===== src/rtl/node_io_queue.sv =====
// Interposer bus node: delivers messages addressed here, forwards or injects others
// through a circular output queue that drives the downstream segment when granted.
module node_io_queue #(
  parameter int NODE_NUMBER      = 0,
  parameter int NODE_COUNT_DIGIT = 3,
  parameter int DIRECTION        = 0,
  parameter int PAYLOAD_WIDTH    = 16,
  parameter int FIFO_DEPTH       = 8,
  parameter int CNT_WIDTH        = 8,
  localparam int MSG_SIZE        = PAYLOAD_WIDTH + 2 * NODE_COUNT_DIGIT
) (
  input  logic                                 clk,
  input  logic                                 reset,
  input  logic [MSG_SIZE-1:0]                  inj_msg,
  input  logic                                 inj_valid,
  output logic                                 inj_ready,
  input  logic [MSG_SIZE-1:0]                  bus_in,
  input  logic                                 rx_en,
  input  logic                                 grant,
  input  logic                                 bypass,
  output logic [MSG_SIZE-1:0]                  bus_out,
  output logic                                 req_valid,
  output logic [NODE_COUNT_DIGIT-1:0]          req_dest,
  output logic                                 rx_valid,
  output logic [MSG_SIZE-NODE_COUNT_DIGIT-1:0] rx_msg,
  output logic                                 fifo_full,
  output logic                                 fifo_empty,
  output logic [CNT_WIDTH-1:0]                 drop_count,
  output logic [CNT_WIDTH-1:0]                 err_count
);

  localparam int NCD   = NODE_COUNT_DIGIT;
  localparam int PTR_W = $clog2(FIFO_DEPTH);
  localparam int OCC_W = PTR_W + 1;
  localparam int RX_W  = MSG_SIZE - NCD;
  localparam logic [NCD-1:0]   NODE_ID   = NCD'(NODE_NUMBER);
  localparam logic [OCC_W-1:0] DEPTH_OCC = OCC_W'(FIFO_DEPTH);

  function automatic logic [CNT_WIDTH-1:0] sat_inc(input logic [CNT_WIDTH-1:0] cnt);
    if (cnt == {CNT_WIDTH{1'b1}}) begin
      return cnt;
    end else begin
      return cnt + CNT_WIDTH'(1);
    end
  endfunction

  function automatic logic dest_legal(input logic [NCD-1:0] dest);
    if (DIRECTION == 0) begin
      return dest > NODE_ID;
    end else begin
      return dest < NODE_ID;
    end
  endfunction

  logic [MSG_SIZE-1:0]  mem_r [FIFO_DEPTH];
  logic [PTR_W-1:0]     wr_ptr_r, rd_ptr_r;
  logic [OCC_W-1:0]     occ_r;
  logic                 rx_valid_r;
  logic [RX_W-1:0]      rx_msg_r;
  logic [CNT_WIDTH-1:0] drop_r, err_r;

  logic [NCD-1:0]      bus_dest_s, inj_dest_s;
  logic [MSG_SIZE-1:0] head_s, push_data_s;
  logic                full_s, empty_s, fwd_s, hit_s;
  logic                inj_ready_s, inj_fire_s, inj_legal_s;
  logic                push_s, pop_s, drop_s, err_s;

  // Decode bus/injection addresses and arbitrate the single queue write port
  always_comb begin
    bus_dest_s  = bus_in[MSG_SIZE-1 -: NCD];
    inj_dest_s  = inj_msg[MSG_SIZE-1 -: NCD];
    head_s      = mem_r[rd_ptr_r];
    full_s      = (occ_r == DEPTH_OCC);
    empty_s     = (occ_r == OCC_W'(0));
    fwd_s       = rx_en && (bus_dest_s != NODE_ID);
    hit_s       = rx_en && (bus_dest_s == NODE_ID);
    // reset gating keeps inj_ready low while the node is held in reset
    inj_ready_s = reset && !full_s && !fwd_s;
    inj_fire_s  = inj_valid && inj_ready_s;
    inj_legal_s = dest_legal(inj_dest_s);
    pop_s       = grant && !empty_s;
    drop_s      = fwd_s && full_s;
    err_s       = inj_fire_s && !inj_legal_s;
    push_s      = 1'b0;
    push_data_s = bus_in;
    if (fwd_s && !full_s) begin
      push_s      = 1'b1;
      push_data_s = bus_in;
    end else if (inj_fire_s && inj_legal_s) begin
      push_s      = 1'b1;
      push_data_s = inj_msg;
    end else begin
      push_s      = 1'b0;
      push_data_s = bus_in;
    end
  end

  // Drive downstream bus and status outputs from registered queue state
  always_comb begin
    inj_ready  = inj_ready_s;
    fifo_full  = full_s;
    fifo_empty = empty_s;
    req_valid  = !empty_s;
    rx_valid   = rx_valid_r;
    rx_msg     = rx_msg_r;
    drop_count = drop_r;
    err_count  = err_r;
    if (empty_s) begin
      req_dest = NCD'(0);
    end else begin
      req_dest = head_s[MSG_SIZE-1 -: NCD];
    end
    if (grant && !empty_s) begin
      bus_out = head_s;
    end else if (bypass) begin
      bus_out = bus_in;
    end else begin
      bus_out = {MSG_SIZE{1'b0}};
    end
  end

  // Queue storage; contents are don't-care once the pointers are cleared
  always_ff @(posedge clk) begin
    if (push_s) begin
      mem_r[wr_ptr_r] <= push_data_s;
    end
  end

  // Pointers, occupancy, delivery register and saturating event counters
  always_ff @(posedge clk or negedge reset) begin
    if (!reset) begin
      wr_ptr_r   <= PTR_W'(0);
      rd_ptr_r   <= PTR_W'(0);
      occ_r      <= OCC_W'(0);
      rx_valid_r <= 1'b0;
      rx_msg_r   <= RX_W'(0);
      drop_r     <= CNT_WIDTH'(0);
      err_r      <= CNT_WIDTH'(0);
    end else begin
      if (push_s) begin
        wr_ptr_r <= wr_ptr_r + PTR_W'(1);
      end
      if (pop_s) begin
        rd_ptr_r <= rd_ptr_r + PTR_W'(1);
      end
      case ({push_s, pop_s})
        2'b10:   occ_r <= occ_r + OCC_W'(1);
        2'b01:   occ_r <= occ_r - OCC_W'(1);
        default: occ_r <= occ_r;
      endcase
      rx_valid_r <= hit_s;
      if (hit_s) begin
        rx_msg_r <= bus_in[RX_W-1:0];
      end
      if (drop_s) begin
        drop_r <= sat_inc(drop_r);
      end
      if (err_s) begin
        err_r <= sat_inc(err_r);
      end
    end
  end

endmodule


===== config.mk =====
export PLATFORM = sky130hd
export DESIGN_NAME = node_io_queue
export DESIGN_NICKNAME = d
export VERILOG_FILES = /design/src/rtl/node_io_queue.sv
export SDC_FILE = /design/constraint.sdc
export NUM_CORES = 1
export LEC_CHECK = 0
export ABC_CLOCK_PERIOD_IN_PS = 4450
export CAP_MARGIN = 20
export CELL_PAD_IN_SITES_DETAIL_PLACEMENT = 0
export CELL_PAD_IN_SITES_GLOBAL_PLACEMENT = 1
export CORE_MARGIN = 1
export CORE_UTILIZATION = 47
export CTS_CLUSTER_DIAMETER = 30
export DETAILED_ROUTE_END_ITERATION = 8
export PLACE_DENSITY_LB_ADDON = 0.1
export SLEW_MARGIN = 10
export SYNTH_ARGS = -nofsm -noshare
export SYNTH_HDL_FRONTEND = slang
export SYNTH_SLANG_ARGS = --single-unit
export TNS_END_PERCENT = 50

===== constraint.sdc =====
create_clock -name clk -period 4.45 [get_ports clk]
set_input_delay 1.1125 -clock clk [delete_from_list [all_inputs] [get_ports clk]]
set_output_delay 1.1125 -clock clk [all_outputs]
set_load 0.05 [all_outputs]

After elaboration in Yosys (flattened, before gate mapping):

Memories as Yosys holds them, arrays and structs flattened.
Index checks and enable logic that the tools add are counted.

* logic and storage cells: 52
* register bits after elaboration: 46
* input bits: 50
* memories kept: 1
* memory bits (writable): 176

Memory list
* mem_r: words 8, bits a word 22, rd ports 1, clocked after Yosys merged registers in 0, wr ports 1, line 55 `logic [MSG_SIZE-1:0] mem_r [FIFO_DEPTH];`

* muxes and demuxes: 10
* reduce and logical (&&, ||, !) cells: 20
* bitwise logic cells: 2
* order comparisons: 1
* equal/unequal tests: 5
* add/subtract/negate cells: 6

Operators with widths (number)
* $mux W22: 4
* $add A8 B1 Y8 const B: 2
* $eq A8 B8 Y1 const B: 2
* $logic_and A1 B1 Y1: 10
* $pmux W4 S2: 1
* $add A3 B1 Y3 const B: 2
* $add A4 B1 Y4 const B: 1
* $eq A4 B4 Y1 const B: 1
* $logic_not A1 Y1: 4
* $logic_not A4 Y1: 1
* $mux W1: 4
* $reduce_and A2 Y1: 2
* $sub A4 B1 Y4 const B: 1
* $gt A3 B1 Y1 const B: 1
* $logic_not A3 Y1: 1
* $mux W3: 1
* $reduce_bool A3 Y1: 1
* $eq A2 B1 Y1 const B: 1
* $eq A2 B2 Y1 const B: 1
* $not A1 Y1: 2
* $reduce_bool A2 Y1: 1

Logic depth before layout (Yosys ltp):

Gate-level depths: netlist (run 1).

* word-level depth: 10
* mapped depth: 11
* mapped depth without buffers: 11

Worst setup path after synthesis (run 1):

Ideal clock, no wire load.

* path type: input port to flip-flop
* from: input inj_msg[19]
* to: memory mem_r[0][0] (netlist bit) (enable)
* library setup time: 0.457 ns
* data required time: 3.993 ns
* data arrival time: 3.956 ns
* stages on the path: 4
* slack: 0.037 ns
* cells stage by stage: o311ai_0 a21oi_1 inv_1 nor4_1

* word-level cells in the longest chain between the ends: 6

Ends and longest elaborated chain
* start, declared: line 14 `input logic [MSG_SIZE-1:0] inj_msg,`
* $gt A3 B1 Y1: line 49 `return dest > NODE_ID;`
* $logic_and A1 B1 Y1: line 89 `end else if (inj_fire_s && inj_legal_s) begin`
* $mux W1: line 89
* $mux W1: line 86 `if (fwd_s && !full_s) begin`
* $mux W1: line 124 `if (push_s) begin`
* $mux W1 (not written as such): line 125 `mem_r[wr_ptr_r] <= push_data_s;`
* end, declared: line 55

Every way passes these cells.

Worst setup path in the final report (run 1):

* from: register occ_r[1]
* to: output bus_out[9]

* word-level cells in the longest chain between the ends: 4

Ends and longest elaborated chain
* start, declared: line 57 `logic [OCC_W-1:0] occ_r;`
* start signal, assigned: line 147 `2'b10: occ_r <= occ_r + OCC_W'(1);`
* start signal, assigned: line 148 `2'b01: occ_r <= occ_r - OCC_W'(1);`
* start signal, assigned: line 149 `default: occ_r <= occ_r;`
* $logic_not A4 Y1: line 74 `empty_s = (occ_r == OCC_W'(0));`
* $logic_not A1 Y1: line 113 `if (grant && !empty_s) begin`
* $logic_and A1 B1 Y1: line 113
* $mux W22: line 113
* end, declared: line 21 `output logic [MSG_SIZE-1:0] bus_out,`

Every way passes these cells.

==> results.toml, run 1 <==
[run_status]
status = "completed"

[logic_synthesis]
synth-main-ff-cell = "edfxtp_1"
synth_compound_area_share_pct = 2.30
synth-xor-area-share_pct = 1.80
avgSynthCellArea_um2 = 18.0
synthCells = 512
synth_common_cells = "edfxtp_1, dfrtp_1, mux4_2"
ys_async_sr_fraction_pct = 20.7
synth_area_um2 = 9230
synth_fa_ha_area_share_pct = 0.949
synth_cell_type_count = 40
yosys.area.top_type = "edfxtp_1"
synth_top_family_by_area = "multiplexers"
synthMuxAreaShare_pct = 19.0
synth_most_common_cell = "edfxtp_1"
yosysTopAreaCellShare_pct = 57.3
synth_fp_nets = 569
synth-simple-area-share_pct = 4.66
synth_seq_cells = 222
synthTopCellsByArea = "edfxtp_1, dfrtp_1, mux4_2"
yosys_warnings = 0
seq_area_frac_synth_pct = 69.7
synth_edf_count = 176

[timing]
worst_clock_skew_ns = 0.0123
timing.fmax_ghz = 0.258
final_max_slew_viol_count = 0
tightestPinTransition_ns = 0.694
period_needed_ns = 3.88
setup_viol = 0
rsz0062_at_grt = "false"
hold_viol_final = 0
period_share_pct = 87.3
finalSetupTns_ns = 0
slew_headroom_pct = 53.7

[floorplanning]
initial_core_util_pct = 48.7
io_pins = 115
rows = 50
dieArea_um2 = 20200
core_region_area_um2 = 19000
dieWidth_um = 142
die_h_um = 142

[clock_tree]
cts-root-buf = "clkbuf_16"
cts_tree = "built"
post_cts_buffers = 0
clockBufferDepth = 3
ctsHtreeMaxLevel = 2
worstSkewPairLatency_ns = 0.51
post_cts_resize_count = 0
cts_buffers = 41
ctsHoldBuffers = 0
clk_pin_slew_worst_paths_ns = 0.05
cts.sinks = 222

[routing]
drtIter0Drc = 303
wire_per_inst_um = 20.6
postRouteAntennaNets = 0
routed_wl_um = 19600
via_count = 5167
drcViolationCount = 0
first_pass_iters = 4
viasPerCell = 5.42

[grt]
grt_max_degree = 49
grt_pass1_vias = 5355
globalRouteOverflowTotal = 0
antenna_found_initial = 0
grt_pass1_wl_um = 30400
track_usage_pct = 20.5

[cells_and_area]
num-nets-final = 720
fin_util_pct = 65.4
area_growth_pct = 34.2
diodes = 0
drive_above_1_share_pct = 30.5

[min_path]
hold_class = "reg2reg"

[critical_path]
cp-endpoint = "bus_out[9]"
rr_worst_depth = 10
rr_startpoint = "occ_r[1]$_DFFE_PN0P_"
crit_path_start = "occ_r[1]$_DFFE_PN0P_"
crit_path_start_kind = "register"
worstPathMaxFanout = 32
rrSetupSlack_ns = 1.64
crit_arrival_ns = 2.77
r2r_end = "occ_r[2]$_DFFE_PN0P_"
endpoint_kind = "output pin"
worstPathRequired_ns = 3.34
worstSetupPathType = "reg2out"

[power_and_ir_drop]
power_density_nw_per_um2 = 718
leakagePower_nw = 4.47
irDropWorstVdd_mv = 0.499

[run]
drv_cap = 0

[placement]
routabilityCongestion = 0.721
port_buffers = 114
dp_hpwl_um = 11500
## cell usage in the layout, fill, tap and decap left out, types with 4 or more instances in the layout
cell	instances
xor2_1	12
clkinv_4	6
bufinv_16	4
nor2_1	8
ha_1	7
o21ai_0	23
nand3_1	26
clkdlybuf4s50_1	90
dfrtp_1	43
inv_6	6
mux4_2	44
clkbuf_16	43
xnor2_1	7
nor3_2	4
mux2_1	9
inv_1	8
buf_4	18
nand2_1	13
mux2i_1	22
clkinvlp_4	4
buf_12	23
edfxtp_1	176
clkinv_2	6
mux2_2	39
nor3_1	6
## through the flow
| step | setup WS [ns] | hold slack, ns | cells | cell area (µm²) | total power [mW] |
|---|---|---|---|---|---|
| 5_1_grt | 0.410 | 0.520 | 954 | 12400 | 9.27 |
| 4_1_cts | 0.523 | 0.501 | 954 | 12400 | 9.01 |
| 3_5_place_dp | 0.533 | 0.487 | 880 | 11000 | 5.94 |
| 6_report | 0.567 | 0.499 | 954 | 12400 | 8.89 |
| 2_1_floorplan | 0.0369 | 0.447 | 512 | 9230 | 4.79 |
| 3_3_place_gp | 0.649 | 0.480 | 880 | 11000 | 5.89 |
## worst min-delay path by stage
stage / startpoint / endpoint / slack, ns / cells after the start
5_1_grt: occ_r[3]$_DFFE_PN0P_ / occ_r[3]$_DFFE_PN0P_ / 0.52 / 1
3_5_place_dp: occ_r[3]$_DFFE_PN0P_ / occ_r[3]$_DFFE_PN0P_ / 0.49 / 1
3_3_place_gp: occ_r[3]$_DFFE_PN0P_ / occ_r[3]$_DFFE_PN0P_ / 0.48 / 1
6_report: rx_msg[8]$_DFFE_PN0P_ / rx_msg[8]$_DFFE_PN0P_ / 0.50 / 1
4_1_cts: occ_r[3]$_DFFE_PN0P_ / occ_r[3]$_DFFE_PN0P_ / 0.50 / 1
2_1_floorplan: occ_r[3]$_DFFE_PN0P_ / occ_r[3]$_DFFE_PN0P_ / 0.45 / 1
## kinds of logic after synthesis
family,after synthesis
buf+inv,33
mux,114
simple gates,82
compound gates,35
fa+ha+maj,7
flops,222
xor+xnor,19
## final cells by class
class                      instances  area [µm²]
sequential                       222        6440
clock inverter                    27         284
tap                              260         325
multi-input combinational        257        2700
fill                            1328        6570
timing repair buffer             132        1500
inverter                           9        38.8
clock buffer                      47        1100
## critical path, cell delays in order (launching register included)
cell,delay (ns)
dfrtp_1,0.45
or4_1,0.62
nand2_2,0.30
buf_4,0.40
nand3_1,0.12
o21ai_0,0.18
buf_12,0.19
## power by group
| part | leakage, nW | internal [mW] | switching (mW) |
|---|---|---|---|
| registers | 2.16 | 2.67 | 0.269 |
| clock network | 0.672 | 2.02 | 1.02 |
| logic | 1.63 | 1.30 | 1.62 |
| total | 4.47 | 5.99 | 2.90 |
## registers in the layout (all words and copies together) (netlist names)
| name | count |
|---|---|
| wr_ptr_r | 3 |
| err_count | 8 |
| occ_r | 4 |
| rd_ptr_r | 3 |
| rx_valid | 1 |
| rx_msg | 19 |
| mem_r | 176 |
| drop_count | 8 |
## per-layer routing
metal	vias to the layer above	share of wire, %	track usage [%]
met3	32	4.5	3.94
met2	133	50	34.2
met1	2642	44	27.1
met5	-	0	0
met4	0	1.7	6.68
li1	2360	-	-
No activity file was read; power rests on OpenSTA's default activity.
==> inputs of run 2 (changes only) <==
--- a/config.mk
+++ b/config.mk
@@ -13,7 +13,8 @@
 export CORE_UTILIZATION = 47
 export CTS_CLUSTER_DIAMETER = 30
 export DETAILED_ROUTE_END_ITERATION = 8
-export PLACE_DENSITY_LB_ADDON = 0.1
+export MAX_ROUTING_LAYER = met4
+export PLACE_DENSITY_LB_ADDON = 0.15
 export SLEW_MARGIN = 10
 export SYNTH_ARGS = -nofsm -noshare
 export SYNTH_HDL_FRONTEND = slang
==> results.toml, run 2 (same netlist as run 1, synthesis figures left out) <==
[clock_tree]
clockBufferDepth = 3
cts-root-buf = "clkbuf_16"
clk_pin_slew_worst_paths_ns = 0.05
post_cts_buffers = 0
post_cts_resize_count = 0
worstSkewPairLatency_ns = 0.52
ctsHtreeMaxLevel = 2
cts_tree = "built"
cts_buffers = 40
ctsHoldBuffers = 0
cts.sinks = 222

[critical_path]
crit_arrival_ns = 2.78
worstSetupPathType = "reg2out"
crit_path_start_kind = "register"
rr_worst_depth = 11
rr_startpoint = "occ_r[1]$_DFFE_PN0P_"
rrSetupSlack_ns = 1.69
worstPathRequired_ns = 3.34
worstPathMaxFanout = 13
endpoint_kind = "output pin"
r2r_end = "occ_r[2]$_DFFE_PN0P_"

[power_and_ir_drop]
power_density_nw_per_um2 = 715
leakagePower_nw = 4.43
irDropWorstVdd_mv = 0.547

[routing]
drcViolationCount = 0
via_count = 5174
wire_per_inst_um = 20.4
postRouteAntennaNets = 0
viasPerCell = 5.43
drtIter0Drc = 292
routed_wl_um = 19400
first_pass_iters = 7

[timing]
holdWs_ns = 0.482
tightestPinTransition_ns = 0.748
final_max_slew_viol_count = 0
period_needed_ns = 3.89
slew_headroom_pct = 49.5
period_share_pct = 87.5
rsz0062_at_grt = "false"
setup_viol = 0
finalSetupTns_ns = 0
hold_viol_final = 0
worst_clock_skew_ns = 0.0135
timing.fmax_ghz = 0.257

[grt]
grt_pass1_vias = 5422
track_usage_pct = 20.9
grt_max_degree = 49
grt_pass1_wl_um = 30000
antenna_found_initial = 0
globalRouteOverflowTotal = 0

[floorplanning]
core_region_area_um2 = 19000
initial_core_util_pct = 48.7
rows = 50
io_pins = 115
dieWidth_um = 142
dieArea_um2 = 20200
die_h_um = 142

[min_path]
hold_class = "reg2reg"
whs_path_depth = 1
whs_endpoint = "occ_r[3]$_DFFE_PN0P_"
min-delay-start = "occ_r[3]$_DFFE_PN0P_"

[cells_and_area]
area_growth_pct = 34.0
drive_above_1_share_pct = 30.2
diodes = 0
largest_reg_flops = 176
max_flop_register = "mem_r"
num-nets-final = 719
mostFrequentLayoutCell = "edfxtp_1"
final_cell_mix = "edfxtp_1, clkdlybuf4s50_1, mux4_2"

[run_status]
status = "completed"

[placement]
dp_hpwl_um = 11500
port_buffers = 114
routabilityCongestion = 0.730

[run]
drv_cap = 0
-- run 2: cell count changes in the layout (fill, tap and decap cells not counted), sizes merged --
cell / change
clkinv: -5
clkbuf: -2
clkinvlp: +5
bufinv: +1
-- run 2: how the worst max path moves through the flow --
| stage | startpoint | to | cells after the start |
|---|---|---|---|
| 2_1_floorplan | inj_msg[19] | mem_r[0][0]$_DFFE_PP_ | 4 |
| 3_3_place_gp | inj_msg[19] | occ_r[2]$_DFFE_PN0P_ | 11 |
| 3_5_place_dp | inj_msg[20] | occ_r[2]$_DFFE_PN0P_ | 11 |
| 4_1_cts | rd_ptr_r[0]$_DFFE_PN0N_ | req_dest[1] | 4 |
| 5_1_grt | rd_ptr_r[0]$_DFFE_PN0N_ | req_dest[1] | 4 |
| 6_report | rd_ptr_r[0]$_DFFE_PN0N_ | req_dest[1] | 4 |
-- run 2: routing by layer --
layer	vias to the layer above	part of all wire, %	GRT usage, %	routed length (µm)
met5	-	0	-	0
met4	0	1.8	7.30	354
met3	28	4.4	3.33	849
met2	146	50	34.0	9800
met1	2642	43	26.8	8410
li1	2358	-	-	-
-- run 2: layout make-up --
cell class	instances	area, µm²
multi-input combinational	257	2700
clock inverter	28	322
inverter	9	38.8
tap	260	325
timing repair buffer	132	1510
clock buffer	45	1030
fill	1335	6590
sequential	222	6440
-- run 2: power by group --
part | switching, mW | internal, mW
sequential | 0.283 | 2.67
combinational | 1.61 | 1.31
clock | 1.01 | 1.97
-- run 2: critical path, stage by stage, from the launching register on --
cell             delay [ns]
dfrtp_2                0.65
mux4_2                 0.57
mux2i_1                0.26
nor2_1                 0.08
clkdlybuf4s50_1        0.71
-- run 2: stage by stage --
step           total power [mW]  instance area [µm²]  setup WS, ns  cells  util, %
6_report                   8.85                12400         0.555    953     65.2
5_1_grt                    9.21                12400         0.430    953     65.2
4_1_cts                    8.97                12400         0.478    953     65.2
3_5_place_dp               5.95                11000         0.407    880     58.1
3_3_place_gp               5.88                11000         0.496    880     58.1
2_1_floorplan              4.79                 9230        0.0369    512        -
